`config.mk`:
```
export PLATFORM = sky130hd
export DESIGN_NAME = rr_arbiter_ctrl
export DESIGN_NICKNAME = d
export VERILOG_FILES = /design/src/rtl/rr_arbiter_pkg.sv /design/src/rtl/rr_masked_select.sv /design/src/rtl/rr_arbiter_ctrl.sv
export SDC_FILE = /design/constraint.sdc
export NUM_CORES = 1
export LEC_CHECK = 0
export BUFFER_PORTS_ARGS = -buffer_cell sky130_fd_sc_hd__buf_2
export CAP_MARGIN = 20
export CELL_PAD_IN_SITES_DETAIL_PLACEMENT = 1
export CELL_PAD_IN_SITES_GLOBAL_PLACEMENT = 2
export CORE_MARGIN = 1
export CORE_UTILIZATION = 37
export CTS_CLUSTER_DIAMETER = 30
export DETAILED_ROUTE_END_ITERATION = 12
export PLACE_DENSITY_LB_ADDON = 0.3
export REMOVE_ABC_BUFFERS = 1
export SETUP_SLACK_MARGIN = 0.1
export SLEW_MARGIN = 0
export SYNTH_ARGS = -nofsm -noshare
export SYNTH_HDL_FRONTEND = slang
export SYNTH_SLANG_ARGS = --single-unit
```
`constraint.sdc`:
```
create_clock -name clk -period 4.4 [get_ports clk]
set_input_delay 0.88 -clock clk [delete_from_list [all_inputs] [get_ports clk]]
set_output_delay 0.88 -clock clk [all_outputs]
set_load 0.01 [all_outputs]
```
`src/rtl/rr_arbiter_pkg.sv`:
```
`default_nettype none
// ============================================================================
// Module   : rr_arbiter_pkg
// Purpose  : Shared types and helpers for the round-robin arbiter controller.
// Revision : 1.0 - initial release
// ============================================================================
package rr_arbiter_pkg;

  // Arbiter controller states
  typedef enum logic [0:0] {
    IDLE  = 1'b0,
    GRANT = 1'b1
  } arb_state_t;

  // Width of a binary requester index; at least one bit even for tiny configs
  function automatic int id_width(input int n);
    int w;
    w = $clog2(n);
    return (w < 1) ? 1 : w;
  endfunction

endpackage
`default_nettype wire

```
`src/rtl/rr_masked_select.sv`:
```
`default_nettype none
// ============================================================================
// Module   : rr_masked_select
// Purpose  : Combinational rotating priority search. Finds the first set bit
//            of req scanning upward from ptr and wrapping past the top index.
// Revision : 1.0 - initial release
// ============================================================================
module rr_masked_select
  import rr_arbiter_pkg::*;
#(
  parameter int NUM_REQUESTERS = 4,
  parameter int ID_W           = id_width(NUM_REQUESTERS)
) (
  input  logic [NUM_REQUESTERS-1:0] req,
  input  logic [ID_W-1:0]           ptr,
  output logic                      found,
  output logic [ID_W-1:0]           idx
);

  localparam int DW = $clog2(2 * NUM_REQUESTERS);

  // Doubling the vector turns the wrap-around search into a linear one
  logic [2*NUM_REQUESTERS-1:0] w_dbl;
  logic [DW-1:0]               w_pos;
  logic [DW-1:0]               w_wrap;

  assign w_dbl = {req, req};

  // Scan from the farthest offset down so the nearest hit to ptr wins last
  always_comb begin
    found  = 1'b0;
    idx    = '0;
    w_pos  = '0;
    w_wrap = '0;
    for (int i = NUM_REQUESTERS - 1; i >= 0; i--) begin
      w_pos = DW'(ptr) + DW'(i);
      if (w_dbl[w_pos]) begin
        found  = 1'b1;
        w_wrap = (w_pos >= DW'(NUM_REQUESTERS)) ? (w_pos - DW'(NUM_REQUESTERS)) : w_pos;
        idx    = ID_W'(w_wrap);
      end
    end
  end

endmodule
`default_nettype wire

```
`src/rtl/rr_arbiter_ctrl.sv`:
```
`default_nettype none
// ============================================================================
// Module   : rr_arbiter_ctrl
// Purpose  : Round-robin arbiter sharing one downstream resource. Holds each
//            grant until release, request drop or hold timeout, and hands
//            over to the next requester with no idle cycle in between.
// Revision : 1.0 - initial release
// ============================================================================
module rr_arbiter_ctrl
  import rr_arbiter_pkg::*;
#(
  parameter int NUM_REQUESTERS = 4,
  parameter int MAX_HOLD       = 16,
  localparam int ID_W          = id_width(NUM_REQUESTERS)
) (
  input  logic                      clk,
  input  logic                      rst_n,
  input  logic [NUM_REQUESTERS-1:0] req,
  input  logic                      release_grant,  // current grantee finished
  output logic [NUM_REQUESTERS-1:0] gnt,
  output logic [ID_W-1:0]           gnt_id,
  output logic                      gnt_valid,
  output logic                      timeout
);

  // Hold counter only needs to reach MAX_HOLD-1; keep one bit when disabled
  localparam int              HC_W        = (MAX_HOLD > 0) ? $clog2(MAX_HOLD + 1) : 1;
  localparam logic [HC_W-1:0] c_hold_last = (MAX_HOLD > 0) ? HC_W'(MAX_HOLD - 1) : '0;
  localparam logic [ID_W-1:0] c_last_id   = ID_W'(NUM_REQUESTERS - 1);

  arb_state_t                r_state;
  logic [ID_W-1:0]           r_ptr;
  logic [HC_W-1:0]           r_hold_cnt;

  logic                      w_cur_req;
  logic                      w_hit_release;
  logic                      w_hit_drop;
  logic                      w_hit_hold;
  logic                      w_end;
  logic [ID_W-1:0]           w_next_ptr;
  logic [NUM_REQUESTERS-1:0] w_sel_req;
  logic [ID_W-1:0]           w_sel_ptr;
  logic                      w_found;
  logic [ID_W-1:0]           w_sel_idx;

  assign w_cur_req     = req[gnt_id];
  assign w_hit_release = release_grant;
  assign w_hit_drop    = ~w_cur_req;
  assign w_hit_hold    = (MAX_HOLD > 0) && (r_hold_cnt == c_hold_last);
  assign w_end         = (r_state == GRANT) && (w_hit_release || w_hit_drop || w_hit_hold);
  assign w_next_ptr    = (gnt_id == c_last_id) ? '0 : (gnt_id + ID_W'(1));

  // While granted, search the others starting just past the grantee so the
  // handover winner is ready in the same cycle the tenure ends
  assign w_sel_req = (r_state == GRANT) ? (req & ~gnt) : req;
  assign w_sel_ptr = (r_state == GRANT) ? w_next_ptr : r_ptr;

  rr_masked_select #(
    .NUM_REQUESTERS (NUM_REQUESTERS),
    .ID_W           (ID_W)
  ) u_select (
    .req   (w_sel_req),
    .ptr   (w_sel_ptr),
    .found (w_found),
    .idx   (w_sel_idx)
  );

  // Grant FSM with registered grant, index, valid and timeout outputs
  always_ff @(posedge clk or negedge rst_n) begin
    if (!rst_n) begin
      r_state    <= IDLE;
      r_ptr      <= '0;
      r_hold_cnt <= '0;
      gnt        <= '0;
      gnt_id     <= '0;
      gnt_valid  <= 1'b0;
      timeout    <= 1'b0;
    end else begin
      timeout <= 1'b0;
      case (r_state)
        IDLE: begin
          if (w_found) begin
            r_state    <= GRANT;
            gnt        <= NUM_REQUESTERS'(1) << w_sel_idx;
            gnt_id     <= w_sel_idx;
            gnt_valid  <= 1'b1;
            r_hold_cnt <= '0;
          end
        end
        GRANT: begin
          if (w_end) begin
            r_ptr      <= w_next_ptr;
            r_hold_cnt <= '0;
            // Release or drop take precedence when reported alongside the hold limit
            timeout    <= w_hit_hold && !w_hit_release && !w_hit_drop;
            if (w_found) begin
              gnt    <= NUM_REQUESTERS'(1) << w_sel_idx;
              gnt_id <= w_sel_idx;
            end else if (w_cur_req && (w_hit_release || w_hit_hold)) begin
              // Sole remaining requester: start a fresh tenure for it
              gnt    <= gnt;
              gnt_id <= gnt_id;
            end else begin
              r_state   <= IDLE;
              gnt       <= '0;
              gnt_valid <= 1'b0;
            end
          end else if ((MAX_HOLD > 0) && (r_hold_cnt != c_hold_last)) begin
            r_hold_cnt <= r_hold_cnt + HC_W'(1);
          end
        end
        default: begin
          r_state   <= IDLE;
          gnt       <= '0;
          gnt_valid <= 1'b0;
        end
      endcase
    end
  end

endmodule
`default_nettype wire

```
==> results of run 1 <==
## routing by layer
layer | vias up | GRT usage | share of wire | wire, um
met5 | - | 0 | 0 | 0
met4 | 0 | 0.0625 | 0.012 | 32
met3 | 5 | 0.0574 | 0.039 | 103
met2 | 20 | 0.315 | 0.44 | 1150
met1 | 447 | 0.267 | 0.51 | 1330
li1 | 439 | - | - | -
## registers in the layout, indices dropped and copies added, names as in the netlist
register and cells:
gnt 4, gnt_id 2, gnt_valid 1, r_hold_cnt 5
r_ptr 2, r_state 1, timeout 1
## power groups by stage
| stage | Sequential [mW] | Clock [mW] | Combinational, mW |
|---|---|---|---|
| CTS | 0.250 | 0.105 | 0.393 |
| finish | 0.249 | 0.103 | 0.392 |
| global placement | 0.251 | 0 | 0.386 |
| floorplan | 0.249 | 0 | 0.278 |
| detailed placement | 0.253 | 0 | 0.390 |
| global route | 0.259 | 0.114 | 0.437 |
## per-stage QoR
step	hold WS, ns	util	worst slack [ns]	area [um^2]	std cells
4_1_cts	0.486	0.451	2.03	1160	155
5_1_grt	0.497	0.451	1.76	1160	155
3_3_place_gp	0.502	0.437	1.97	1120	151
3_5_place_dp	0.485	0.437	1.94	1120	151
2_1_floorplan	0.450	-	2.25	1010	107
6_report	0.475	0.451	1.99	1160	155
## path summary, 6_finish.rpt
kind,endpoint,depth (start not counted),slack (ns),from
min reg2reg,r_hold_cnt[4]$_DFFE_PN0P_,2,0.50,r_hold_cnt[4]$_DFFE_PN0P_
max,r_hold_cnt[2]$_DFFE_PN0P_,4,1.99,r_state$_DFF_PN0_
max reg2reg,r_hold_cnt[2]$_DFFE_PN0P_,4,1.99,r_state$_DFF_PN0_
min,timeout$_DFF_PN0_,1,0.48,rst_n
min in group clk,r_hold_cnt[4]$_DFFE_PN0P_,2,0.50,r_hold_cnt[4]$_DFFE_PN0P_
max in group asynchronous,gnt[0]$_DFFE_PN0P_,1,3.65,rst_n
## critical path: stages (launching register included)
cell and delay (ns):
dfrtp_1 0.92, o221ai_1 0.44, nor4_1 0.69, o21ai_0 0.18
o21ai_0 0.10
## cell families (layout without fill, tap and decap cells)
| group | count (synthesis) | count (layout) | synth area share |
|---|---|---|---|
| flip-flops | 16 | 16 | 0.385 |
| AND/OR/NAND/NOR | 35 | 35 | 0.173 |
| XOR/XNOR | 1 | 1 | 0.00843 |
| AO/OA/AOI/OAI | 43 | 43 | 0.301 |
| buffers and inverters | 7 | 23 | 0.0421 |
| multiplexers | 4 | 4 | 0.0541 |
| adder cells (fa/ha/maj) | 3 | 3 | 0.0361 |
## cells in the mapped netlist, drive strengths merged (2+ instances only)
| library cell | number |
|---|---|
| a21boi | 4 |
| o32a | 2 |
| nand2b | 2 |
| mux2 | 3 |
| o221ai | 2 |
| or2b | 2 |
| nand2 | 13 |
| o21ai | 11 |
| o31ai | 2 |
| o211ai | 2 |
| ha | 3 |
| inv | 5 |
| a21oi | 9 |
| dfrtp | 16 |
| o2bb2ai | 2 |
| nor2 | 8 |
| nand3 | 3 |
## layout make-up
type | count | area [um^2] | share of cell area
multi-input combinational | 86 | 596 | 0.514
inverter | 5 | 18.8 | 0.0162
tap | 30 | 37.5 | 0.0324
timing repair buffer | 14 | 70.1 | 0.0605
clock buffer | 4 | 36.3 | 0.0313
sequential | 16 | 400 | 0.346
==> impl_metrics.xml, run 1 <==
<?xml version="1.0" encoding="UTF-8"?>
<metrics>
  <group name="clock_network">
    <metric name="clock_tree_from_tritoncts" unit="">built</metric>
    <metric name="htreeDepth" unit="">1</metric>
    <metric name="numCtsBuffers" unit="">3</metric>
    <metric name="clk_root_buffer_cell" unit="">clkbuf_4</metric>
    <metric name="clkSinkCount" unit="">16</metric>
    <metric name="worstSkewPairLatency" unit="ns">0.30</metric>
    <metric name="cts_resized" unit="">0</metric>
    <metric name="cts_hold_bufs" unit="">0</metric>
    <metric name="clock_transition_at_the_registers_of_the_reported_paths" unit="ns">0.10</metric>
    <metric name="max_root_sink_buffers" unit="">2</metric>
    <metric name="cts_post_setup_buffers_inserted" unit="">0</metric>
  </group>
  <group name="flow_run">
    <metric name="max_cap_viol_count" unit="">0</metric>
  </group>
  <group name="placement">
    <metric name="post-dp-hpwl" unit="um">1930</metric>
    <metric name="io_buffers" unit="">14</metric>
    <metric name="gp_routability_congestion" unit="">0.761</metric>
  </group>
  <group name="logic_synthesis">
    <metric name="synth-async-reset-ratio" unit="">1.00</metric>
    <metric name="synth_cells" unit="">109</metric>
    <metric name="synth_cell_type_count" unit="">41</metric>
    <metric name="sequential_fraction_of_the_synthesis_area" unit="">0.385</metric>
    <metric name="synth_area_leaders" unit="">dfrtp_1 (39%), o21ai_0 (4.8%), nand2_1 (4.7%)</metric>
    <metric name="synth.top_cell.area_share" unit="">0.385</metric>
    <metric name="post_synth_instance_area" unit="um^2">1040</metric>
    <metric name="number_of_synthesized_flops_with_an_enable_pin" unit="">0</metric>
    <metric name="synth_top_area_cell" unit="">dfrtp_1</metric>
    <metric name="yosys_register_bits" unit="">16</metric>
    <metric name="synth-warning-count" unit="">0</metric>
    <metric name="post_synth.cell_area_avg" unit="um^2">9.54</metric>
    <metric name="synth_flop_cell" unit="">dfrtp_1</metric>
  </group>
  <group name="floorplan">
    <metric name="floorplan.io_pins" unit="">15</metric>
    <metric name="dieWidth" unit="um">55.0</metric>
    <metric name="core_area" unit="um^2">2570</metric>
    <metric name="floorplan.die.height" unit="um">55.0</metric>
    <metric name="initial_core_util" unit="">0.405</metric>
    <metric name="placementRows" unit="">18</metric>
    <metric name="floorplan.die_area" unit="um^2">3030</metric>
  </group>
  <group name="setup_path">
    <metric name="critPathKind" unit="">flip-flop to flip-flop</metric>
    <metric name="cp.required" unit="ns">4.63</metric>
    <metric name="worst_setup_path_start_kind" unit="">flip-flop</metric>
    <metric name="critical_path.endpoint_type" unit="">flip-flop</metric>
    <metric name="worstPathArrival" unit="ns">2.64</metric>
    <metric name="timing.critical_path.fanout_max" unit="">24</metric>
  </group>
  <group name="drt">
    <metric name="wl_per_cell" unit="um">16.8</metric>
    <metric name="first_iter_violations" unit="">7</metric>
    <metric name="detail-route-antenna-nets" unit="">0</metric>
    <metric name="drc_errors" unit="">0</metric>
    <metric name="num_vias" unit="">911</metric>
    <metric name="drt-pass1-iter-count" unit="">4</metric>
    <metric name="detail_route.wirelength" unit="um">2610</metric>
    <metric name="viasPerCell" unit="">5.88</metric>
  </group>
  <group name="sta">
    <metric name="setup-violations-final" unit="">0</metric>
    <metric name="final.min_clock_period" unit="ns">2.41</metric>
    <metric name="final_max_slew_viol_count" unit="">0</metric>
    <metric name="worst_slew_pin_slew" unit="ns">0.861</metric>
    <metric name="fmax" unit="GHz">0.415</metric>
    <metric name="finalHoldViolCount" unit="">0</metric>
    <metric name="timing.setup.tns" unit="ns">0</metric>
    <metric name="slew_headroom" unit="">0.426</metric>
    <metric name="fin_crit_sh" unit="">0.547</metric>
    <metric name="unrepaired_setup_endpoints_after_global_routing" unit="">no</metric>
    <metric name="clock_skew" unit="ns">0.00455</metric>
  </group>
  <group name="layout">
    <metric name="final_nets" unit="">136</metric>
    <metric name="diodes" unit="">0</metric>
    <metric name="final_common_cell" unit="">dfrtp_1</metric>
    <metric name="post_route_cells_drive_above_1_share" unit="">0.232</metric>
    <metric name="layout_common_cells" unit="">dfrtp_1 (16), buf_2 (14), nand2_1 (13), o21ai_0 (10), a21oi_1 (9)</metric>
    <metric name="syn_to_final_growth" unit="%">11.4</metric>
    <metric name="nFillCells" unit="">318</metric>
  </group>
  <group name="grt">
    <metric name="number_of_antenna_violations_at_the_first_check_in_global_routing" unit="">0</metric>
    <metric name="wire_length_of_the_first_global_routing_pass" unit="um">4180</metric>
    <metric name="grt_usage" unit="">0.202</metric>
    <metric name="grt_start_max_net_pins" unit="">25</metric>
    <metric name="grt-ovfl-total" unit="">0</metric>
    <metric name="vias_in_the_first_global_route" unit="">859</metric>
  </group>
  <group name="status">
    <metric name="status" unit="">complete, no violations</metric>
  </group>
  <group name="power">
    <metric name="power.switching" unit="mW">0.329</metric>
    <metric name="power.density" unit="nW/um^2">643</metric>
    <metric name="internal-power" unit="mW">0.415</metric>
    <metric name="static-leakage-power" unit="nW">0.514</metric>
    <metric name="max-vdd-ir-drop" unit="uV">333</metric>
    <metric name="clock_power_share" unit="">0.139</metric>
    <metric name="design_power_total" unit="mW">0.744</metric>
    <metric name="power.share.switching" unit="">0.442</metric>
    <metric name="p_comb_frac" unit="">0.527</metric>
    <metric name="share_seq_of_total_power" unit="">0.335</metric>
  </group>
  <group name="min_path">
    <metric name="hold_path.class" unit="">input pin to asynchronous set/reset pin</metric>
  </group>
</metrics>
No activity file was read; power rests on OpenSTA's default activity.
==> run 2, diff against run 1 <==
CORE_UTILIZATION = 31   (was 37)
clock period = 2 ns   (was 4.4 ns; I/O delays follow)
==> impl_metrics.xml, run 2 (synthesized netlist as in run 1, its figures left out) <==
<?xml version="1.0" encoding="UTF-8"?>
<metrics>
  <group name="setup_path">
    <metric name="critPathKind" unit="">flip-flop to flip-flop</metric>
    <metric name="crit_slowest_cell" unit="">mux4_2</metric>
    <metric name="path_buf_inv" unit="">0</metric>
    <metric name="cp_top_family" unit="">multiplexers</metric>
    <metric name="timing.critical_path.fanout_max" unit="">5</metric>
    <metric name="crit_chain" unit="">mux4_2, a21boi_1, mux2_2</metric>
    <metric name="cp.required" unit="ns">2.18</metric>
    <metric name="critPathMaxStageDelay" unit="ns">0.62</metric>
    <metric name="r2r_start" unit="">gnt_id[1]$_DFFE_PN0P_</metric>
    <metric name="critical_path.endpoint_type" unit="">flip-flop</metric>
    <metric name="worst_setup_path_start_kind" unit="">flip-flop</metric>
    <metric name="worstPathArrival" unit="ns">1.97</metric>
    <metric name="critical_path.startpoint" unit="">gnt_id[1]$_DFFE_PN0P_</metric>
    <metric name="rrSetupSlack" unit="ns">0.21</metric>
  </group>
  <group name="sta">
    <metric name="clock_skew" unit="ns">0.00805</metric>
    <metric name="timing.setup.tns" unit="ns">0</metric>
    <metric name="fmax" unit="GHz">0.558</metric>
    <metric name="fin_crit_sh" unit="">0.897</metric>
    <metric name="worst_hold_slack" unit="ns">0.0144</metric>
    <metric name="slew_headroom" unit="">0.563</metric>
    <metric name="unrepaired_setup_endpoints_after_global_routing" unit="">no</metric>
    <metric name="setup-violations-final" unit="">0</metric>
    <metric name="worst_slew_pin_slew" unit="ns">0.656</metric>
    <metric name="final.min_clock_period" unit="ns">1.79</metric>
    <metric name="finalHoldViolCount" unit="">0</metric>
    <metric name="final_max_slew_viol_count" unit="">0</metric>
    <metric name="setup_slack" unit="ns">0.207</metric>
  </group>
  <group name="grt">
    <metric name="grt_start_max_net_pins" unit="">17</metric>
    <metric name="vias_in_the_first_global_route" unit="">953</metric>
    <metric name="grt_usage" unit="">0.187</metric>
    <metric name="grt-ovfl-total" unit="">0</metric>
    <metric name="wire_length_of_the_first_global_routing_pass" unit="um">4820</metric>
    <metric name="number_of_antenna_violations_at_the_first_check_in_global_routing" unit="">0</metric>
  </group>
  <group name="floorplan">
    <metric name="dieWidth" unit="um">59.9</metric>
    <metric name="floorplan.io_pins" unit="">15</metric>
    <metric name="initial_core_util" unit="">0.332</metric>
    <metric name="floorplan.die_area" unit="um^2">3590</metric>
    <metric name="floorplan.die.height" unit="um">59.9</metric>
    <metric name="placementRows" unit="">20</metric>
    <metric name="core_area" unit="um^2">3130</metric>
  </group>
  <group name="status">
    <metric name="status" unit="">complete, no violations</metric>
  </group>
  <group name="power">
    <metric name="design_power_total" unit="mW">1.74</metric>
    <metric name="static-leakage-power" unit="nW">0.559</metric>
    <metric name="power.density" unit="nW/um^2">1380</metric>
    <metric name="max-vdd-ir-drop" unit="uV">673</metric>
  </group>
  <group name="layout">
    <metric name="regMostFlops" unit="">r_hold_cnt</metric>
    <metric name="diodes" unit="">0</metric>
    <metric name="final_nets" unit="">146</metric>
    <metric name="post_route_insts_no_fill" unit="">179</metric>
    <metric name="post_route_cells_drive_above_1_share" unit="">0.319</metric>
    <metric name="nFillCells" unit="">388</metric>
    <metric name="flip_flop_count_of_the_largest_register_after_layout" unit="">5</metric>
    <metric name="seq_area" unit="um^2">400</metric>
    <metric name="syn_to_final_growth" unit="%">21.3</metric>
    <metric name="final_common_cell" unit="">dfrtp_1</metric>
    <metric name="final_util" unit="">0.403</metric>
    <metric name="layout_common_cells" unit="">dfrtp_1 (16), buf_2 (14), nand2_1 (13), o21ai_0 (10), buf_4 (10)</metric>
    <metric name="layout_top_registers" unit="">r_hold_cnt x5, gnt x4</metric>
    <metric name="finish.instance_area" unit="um^2">1260</metric>
    <metric name="multi_input_comb_area" unit="um^2">606</metric>
  </group>
  <group name="placement">
    <metric name="placed_cells_incl_taps" unit="">173</metric>
    <metric name="gp_routability_congestion" unit="">0.826</metric>
    <metric name="detailed_place.area" unit="um^2">1200</metric>
    <metric name="pre_cts_slack" unit="ns">-0.0133</metric>
    <metric name="io_buffers" unit="">14</metric>
    <metric name="post-dp-hpwl" unit="um">2280</metric>
  </group>
  <group name="drt">
    <metric name="detail-route-antenna-nets" unit="">0</metric>
    <metric name="detail_route.wirelength" unit="um">2910</metric>
    <metric name="first_iter_violations" unit="">42</metric>
    <metric name="num_vias" unit="">971</metric>
    <metric name="wl_per_cell" unit="um">16.3</metric>
    <metric name="viasPerCell" unit="">5.42</metric>
    <metric name="drc_errors" unit="">0</metric>
    <metric name="drt-pass1-iter-count" unit="">4</metric>
  </group>
  <group name="min_path">
    <metric name="hold_path.class" unit="">input pin to asynchronous set/reset pin</metric>
  </group>
  <group name="clock_network">
    <metric name="cts_hold_bufs" unit="">0</metric>
    <metric name="clock_tree_from_tritoncts" unit="">built</metric>
    <metric name="worstSkewPairLatency" unit="ns">0.29</metric>
    <metric name="clock_transition_at_the_registers_of_the_reported_paths" unit="ns">0.10</metric>
    <metric name="clk_root_buffer_cell" unit="">clkbuf_4</metric>
    <metric name="max_root_sink_buffers" unit="">2</metric>
    <metric name="clkSinkCount" unit="">16</metric>
    <metric name="htreeDepth" unit="">1</metric>
    <metric name="numCtsBuffers" unit="">3</metric>
  </group>
  <group name="flow_run">
    <metric name="max_cap_viol_count" unit="">0</metric>
  </group>
</metrics>
[run 2: cell count changes in the layout (fill, tap and decap cells not counted), sizes merged]
cell	change
buf	+10
[run 2: final cells by class]
| cell class | count | area share |
|---|---|---|
| repair buffers | 24 | 0.115 |
| well taps | 44 | 0.0437 |
| multi-input cells | 86 | 0.480 |
| inverters | 5 | 0.0149 |
| flip-flops and latches | 16 | 0.317 |
| clock buffers | 4 | 0.0288 |
[run 2: routing by layer]
layer / vias up / global-route usage / share of wire
li1: 461 / - / -
met3: 4 / 0.0390 / 0.042
met5: - / 0 / 0
met1: 474 / 0.256 / 0.47
met2: 32 / 0.297 / 0.48
met4: 0 / 0.0498 / 0.010
[run 2: timing repair]
action	CTS	global route
gates resized for setup	1	4
pin swaps	0	1
buffers inserted	0	2
setup endpoints to repair	2	7
[run 2: path summary, 6_finish.rpt]
kind	to	depth (start not counted)
max in group asynchronous	r_hold_cnt[2]$_DFFE_PN0P_	1
max	r_ptr[1]$_DFFE_PN0P_	3
max reg2reg	r_ptr[1]$_DFFE_PN0P_	3
min	gnt[3]$_DFFE_PN0P_	1
min reg2reg	r_hold_cnt[4]$_DFFE_PN0P_	2
min in group clk	timeout$_DFF_PN0_	2
[run 2: worst register-to-register path, delay by kind of cell (launching register included)]
family / cells / cell delay (ns)
muxes: 2 / 0.99
DFF: 1 / 0.42
AOI/OAI and AO/OA: 1 / 0.28
[run 2: where the power goes]
group | internal (mW) | total [mW] | switching [mW]
clock | 0.111 | 0.220 | 0.109
sequential | 0.419 | 0.530 | 0.111
combinational | 0.451 | 0.991 | 0.540
==> run 3, diff against run 2 <==
PLACE_DENSITY_LB_ADDON = 0.15   (was 0.3)
==> impl_metrics.xml, run 3 (synthesized netlist as in run 1, its figures left out) <==
<?xml version="1.0" encoding="UTF-8"?>
<metrics>
  <group name="sta">
    <metric name="finalHoldViolCount" unit="">0</metric>
    <metric name="worst_hold_slack" unit="ns">0.000000111</metric>
    <metric name="worst_slew_pin_slew" unit="ns">0.587</metric>
    <metric name="final.min_clock_period" unit="ns">1.78</metric>
    <metric name="unrepaired_setup_endpoints_after_global_routing" unit="">no</metric>
    <metric name="timing.setup.tns" unit="ns">0</metric>
    <metric name="setup-violations-final" unit="">0</metric>
    <metric name="clock_skew" unit="ns">0.00276</metric>
    <metric name="setup_slack" unit="ns">0.220</metric>
    <metric name="fmax" unit="GHz">0.562</metric>
    <metric name="final_max_slew_viol_count" unit="">0</metric>
    <metric name="fin_crit_sh" unit="">0.890</metric>
    <metric name="slew_headroom" unit="">0.608</metric>
  </group>
  <group name="clock_network">
    <metric name="clk_root_buffer_cell" unit="">clkbuf_4</metric>
    <metric name="htreeDepth" unit="">1</metric>
    <metric name="clock_tree_from_tritoncts" unit="">built</metric>
    <metric name="worstSkewPairLatency" unit="ns">0.30</metric>
    <metric name="max_root_sink_buffers" unit="">2</metric>
    <metric name="numCtsBuffers" unit="">3</metric>
    <metric name="clock_transition_at_the_registers_of_the_reported_paths" unit="ns">0.10</metric>
    <metric name="clkSinkCount" unit="">16</metric>
    <metric name="cts_hold_bufs" unit="">0</metric>
  </group>
  <group name="power">
    <metric name="internal-power" unit="mW">1.00</metric>
    <metric name="p_comb_frac" unit="">0.572</metric>
    <metric name="static-leakage-power" unit="nW">0.571</metric>
    <metric name="power.share.switching" unit="">0.435</metric>
    <metric name="clock_power_share" unit="">0.128</metric>
    <metric name="power.switching" unit="mW">0.773</metric>
    <metric name="max-vdd-ir-drop" unit="uV">397</metric>
    <metric name="share_seq_of_total_power" unit="">0.300</metric>
    <metric name="power.density" unit="nW/um^2">1380</metric>
  </group>
  <group name="layout">
    <metric name="post_route_insts_no_fill" unit="">181</metric>
    <metric name="finish.instance_area" unit="um^2">1290</metric>
    <metric name="nFillCells" unit="">387</metric>
    <metric name="final_common_cell" unit="">dfrtp_1</metric>
    <metric name="seq_area" unit="um^2">402</metric>
    <metric name="layout_common_cells" unit="">dfrtp_1 (15), buf_2 (14), nand2_1 (13), buf_4 (11), o21ai_0 (10)</metric>
    <metric name="post_route_cells_drive_above_1_share" unit="">0.343</metric>
    <metric name="final_nets" unit="">148</metric>
    <metric name="syn_to_final_growth" unit="%">24.3</metric>
    <metric name="flip_flop_count_of_the_largest_register_after_layout" unit="">5</metric>
    <metric name="multi_input_comb_area" unit="um^2">617</metric>
    <metric name="regMostFlops" unit="">r_hold_cnt</metric>
    <metric name="diodes" unit="">0</metric>
    <metric name="layout_top_registers" unit="">r_hold_cnt x5, gnt x4</metric>
  </group>
  <group name="grt">
    <metric name="wire_length_of_the_first_global_routing_pass" unit="um">4950</metric>
    <metric name="vias_in_the_first_global_route" unit="">993</metric>
    <metric name="number_of_antenna_violations_at_the_first_check_in_global_routing" unit="">0</metric>
    <metric name="grt_usage" unit="">0.193</metric>
    <metric name="grt_start_max_net_pins" unit="">17</metric>
    <metric name="grt-ovfl-total" unit="">0</metric>
  </group>
  <group name="floorplan">
    <metric name="floorplan.die_area" unit="um^2">3590</metric>
    <metric name="floorplan.io_pins" unit="">15</metric>
    <metric name="core_area" unit="um^2">3130</metric>
    <metric name="placementRows" unit="">20</metric>
    <metric name="floorplan.die.height" unit="um">59.9</metric>
    <metric name="dieWidth" unit="um">59.9</metric>
    <metric name="initial_core_util" unit="">0.332</metric>
  </group>
  <group name="drt">
    <metric name="drt-pass1-iter-count" unit="">4</metric>
    <metric name="first_iter_violations" unit="">39</metric>
    <metric name="num_vias" unit="">971</metric>
    <metric name="drc_errors" unit="">0</metric>
    <metric name="viasPerCell" unit="">5.36</metric>
    <metric name="met1Wirelength" unit="um">1430</metric>
    <metric name="detail_route.wirelength" unit="um">2980</metric>
    <metric name="detail-route-antenna-nets" unit="">0</metric>
    <metric name="wl_per_cell" unit="um">16.5</metric>
    <metric name="wl_met2" unit="um">1390</metric>
    <metric name="dr.max_layer_used" unit="">met4</metric>
    <metric name="met3_length" unit="um">127</metric>
  </group>
  <group name="setup_path">
    <metric name="critical_path.startpoint" unit="">gnt_id[1]$_DFFE_PN0P_</metric>
    <metric name="worstPathArrival" unit="ns">1.98</metric>
    <metric name="critPathKind" unit="">flip-flop to flip-flop</metric>
    <metric name="crit_slowest_cell" unit="">dfrtp_1</metric>
    <metric name="timing.critical_path.fanout_max" unit="">5</metric>
    <metric name="crit_chain" unit="">ha_1, nor2_2, mux2_2, nor2_1, o31a_1, o31ai_1</metric>
    <metric name="r2r_start" unit="">gnt_id[1]$_DFFE_PN0P_</metric>
    <metric name="critical_path.endpoint_type" unit="">flip-flop</metric>
    <metric name="critPathMaxStageDelay" unit="ns">0.45</metric>
    <metric name="worst_setup_path_start_kind" unit="">flip-flop</metric>
    <metric name="cp.required" unit="ns">2.20</metric>
  </group>
  <group name="placement">
    <metric name="post-dp-hpwl" unit="um">2300</metric>
    <metric name="detailed_place.area" unit="um^2">1210</metric>
    <metric name="placed_cells_incl_taps" unit="">175</metric>
    <metric name="io_buffers" unit="">14</metric>
    <metric name="pre_cts_slack" unit="ns">0.103</metric>
    <metric name="gp_routability_congestion" unit="">0.767</metric>
  </group>
  <group name="min_path">
    <metric name="hold_path.class" unit="">input pin to asynchronous set/reset pin</metric>
  </group>
  <group name="flow_run">
    <metric name="max_cap_viol_count" unit="">0</metric>
  </group>
  <group name="status">
    <metric name="status" unit="">complete, no violations</metric>
  </group>
</metrics>
==> run 3: cell types whose count changed in the layout (fill, tap and decap cells not counted) <==
| cell | delta |
|---|---|
| buf_4 | +1 |
| dfrtp_2 | +1 |
| o221ai_2 | +1 |
| buf_6 | +1 |
| o221ai_1 | -1 |
| nor2_4 | +1 |
| dfrtp_1 | -1 |
| nor2_2 | -1 |
==> run 3: what timing repair did <==
action / CTS / global route
buffers inserted: 0 / 2
endpoints found under the setup margin: 5 / 8
pin swaps: 0 / 1
resized for setup: 3 / 6
==> run 3: power by group through the flow <==
stage	Clock [mW]	Sequential [mW]	Combinational (mW)
after floorplan	0	0.548	0.612
after global placement	0	0.530	0.957
after detailed placement	0	0.538	0.966
after CTS	0.235	0.535	0.974
after global routing	0.246	0.552	1.12
final	0.227	0.534	1.02
==> run 3: final timing paths <==
kind,endpoint,slack [ns],cells after the start
max,gnt[2]$_DFFE_PN0P_,0.22,6
min,gnt_valid$_DFFE_PN0P_,0.0000001,1
min reg2reg,r_hold_cnt[4]$_DFFE_PN0P_,0.51,2
max in group asynchronous,r_state$_DFF_PN0_,1.71,1
min in group clk,timeout$_DFF_PN0_,0.30,2
max reg2reg,gnt[2]$_DFFE_PN0P_,0.22,6
==> run 3: through the flow <==
step            util  total power, mW
2_1_floorplan      -             1.16
3_3_place_gp   0.388             1.49
3_5_place_dp   0.388             1.50
4_1_cts        0.403             1.74
5_1_grt        0.413             1.92
6_report       0.413             1.78
==> run 3: per-layer routing <==
layer,up-vias,global-route usage
met2,31,0.308
li1,468,-
met1,467,0.266
met3,5,0.0390
met5,-,0
met4,0,0.0498
==> run 3: critical path, delay by kind of cell (launching register included) <==
kind	cells	cell delay (ns)
simple gates	2	0.29
fa+ha+maj	1	0.22
mux	1	0.25
compound gates	2	0.48
flops	1	0.45
==> run 3: layout make-up <==
class	instances	area share
inverters	5	0.0145
clock buffers	4	0.0281
repair buffers	26	0.127
flip-flops and latches	16	0.311
multi-input cells	86	0.477
well taps	44	0.0426
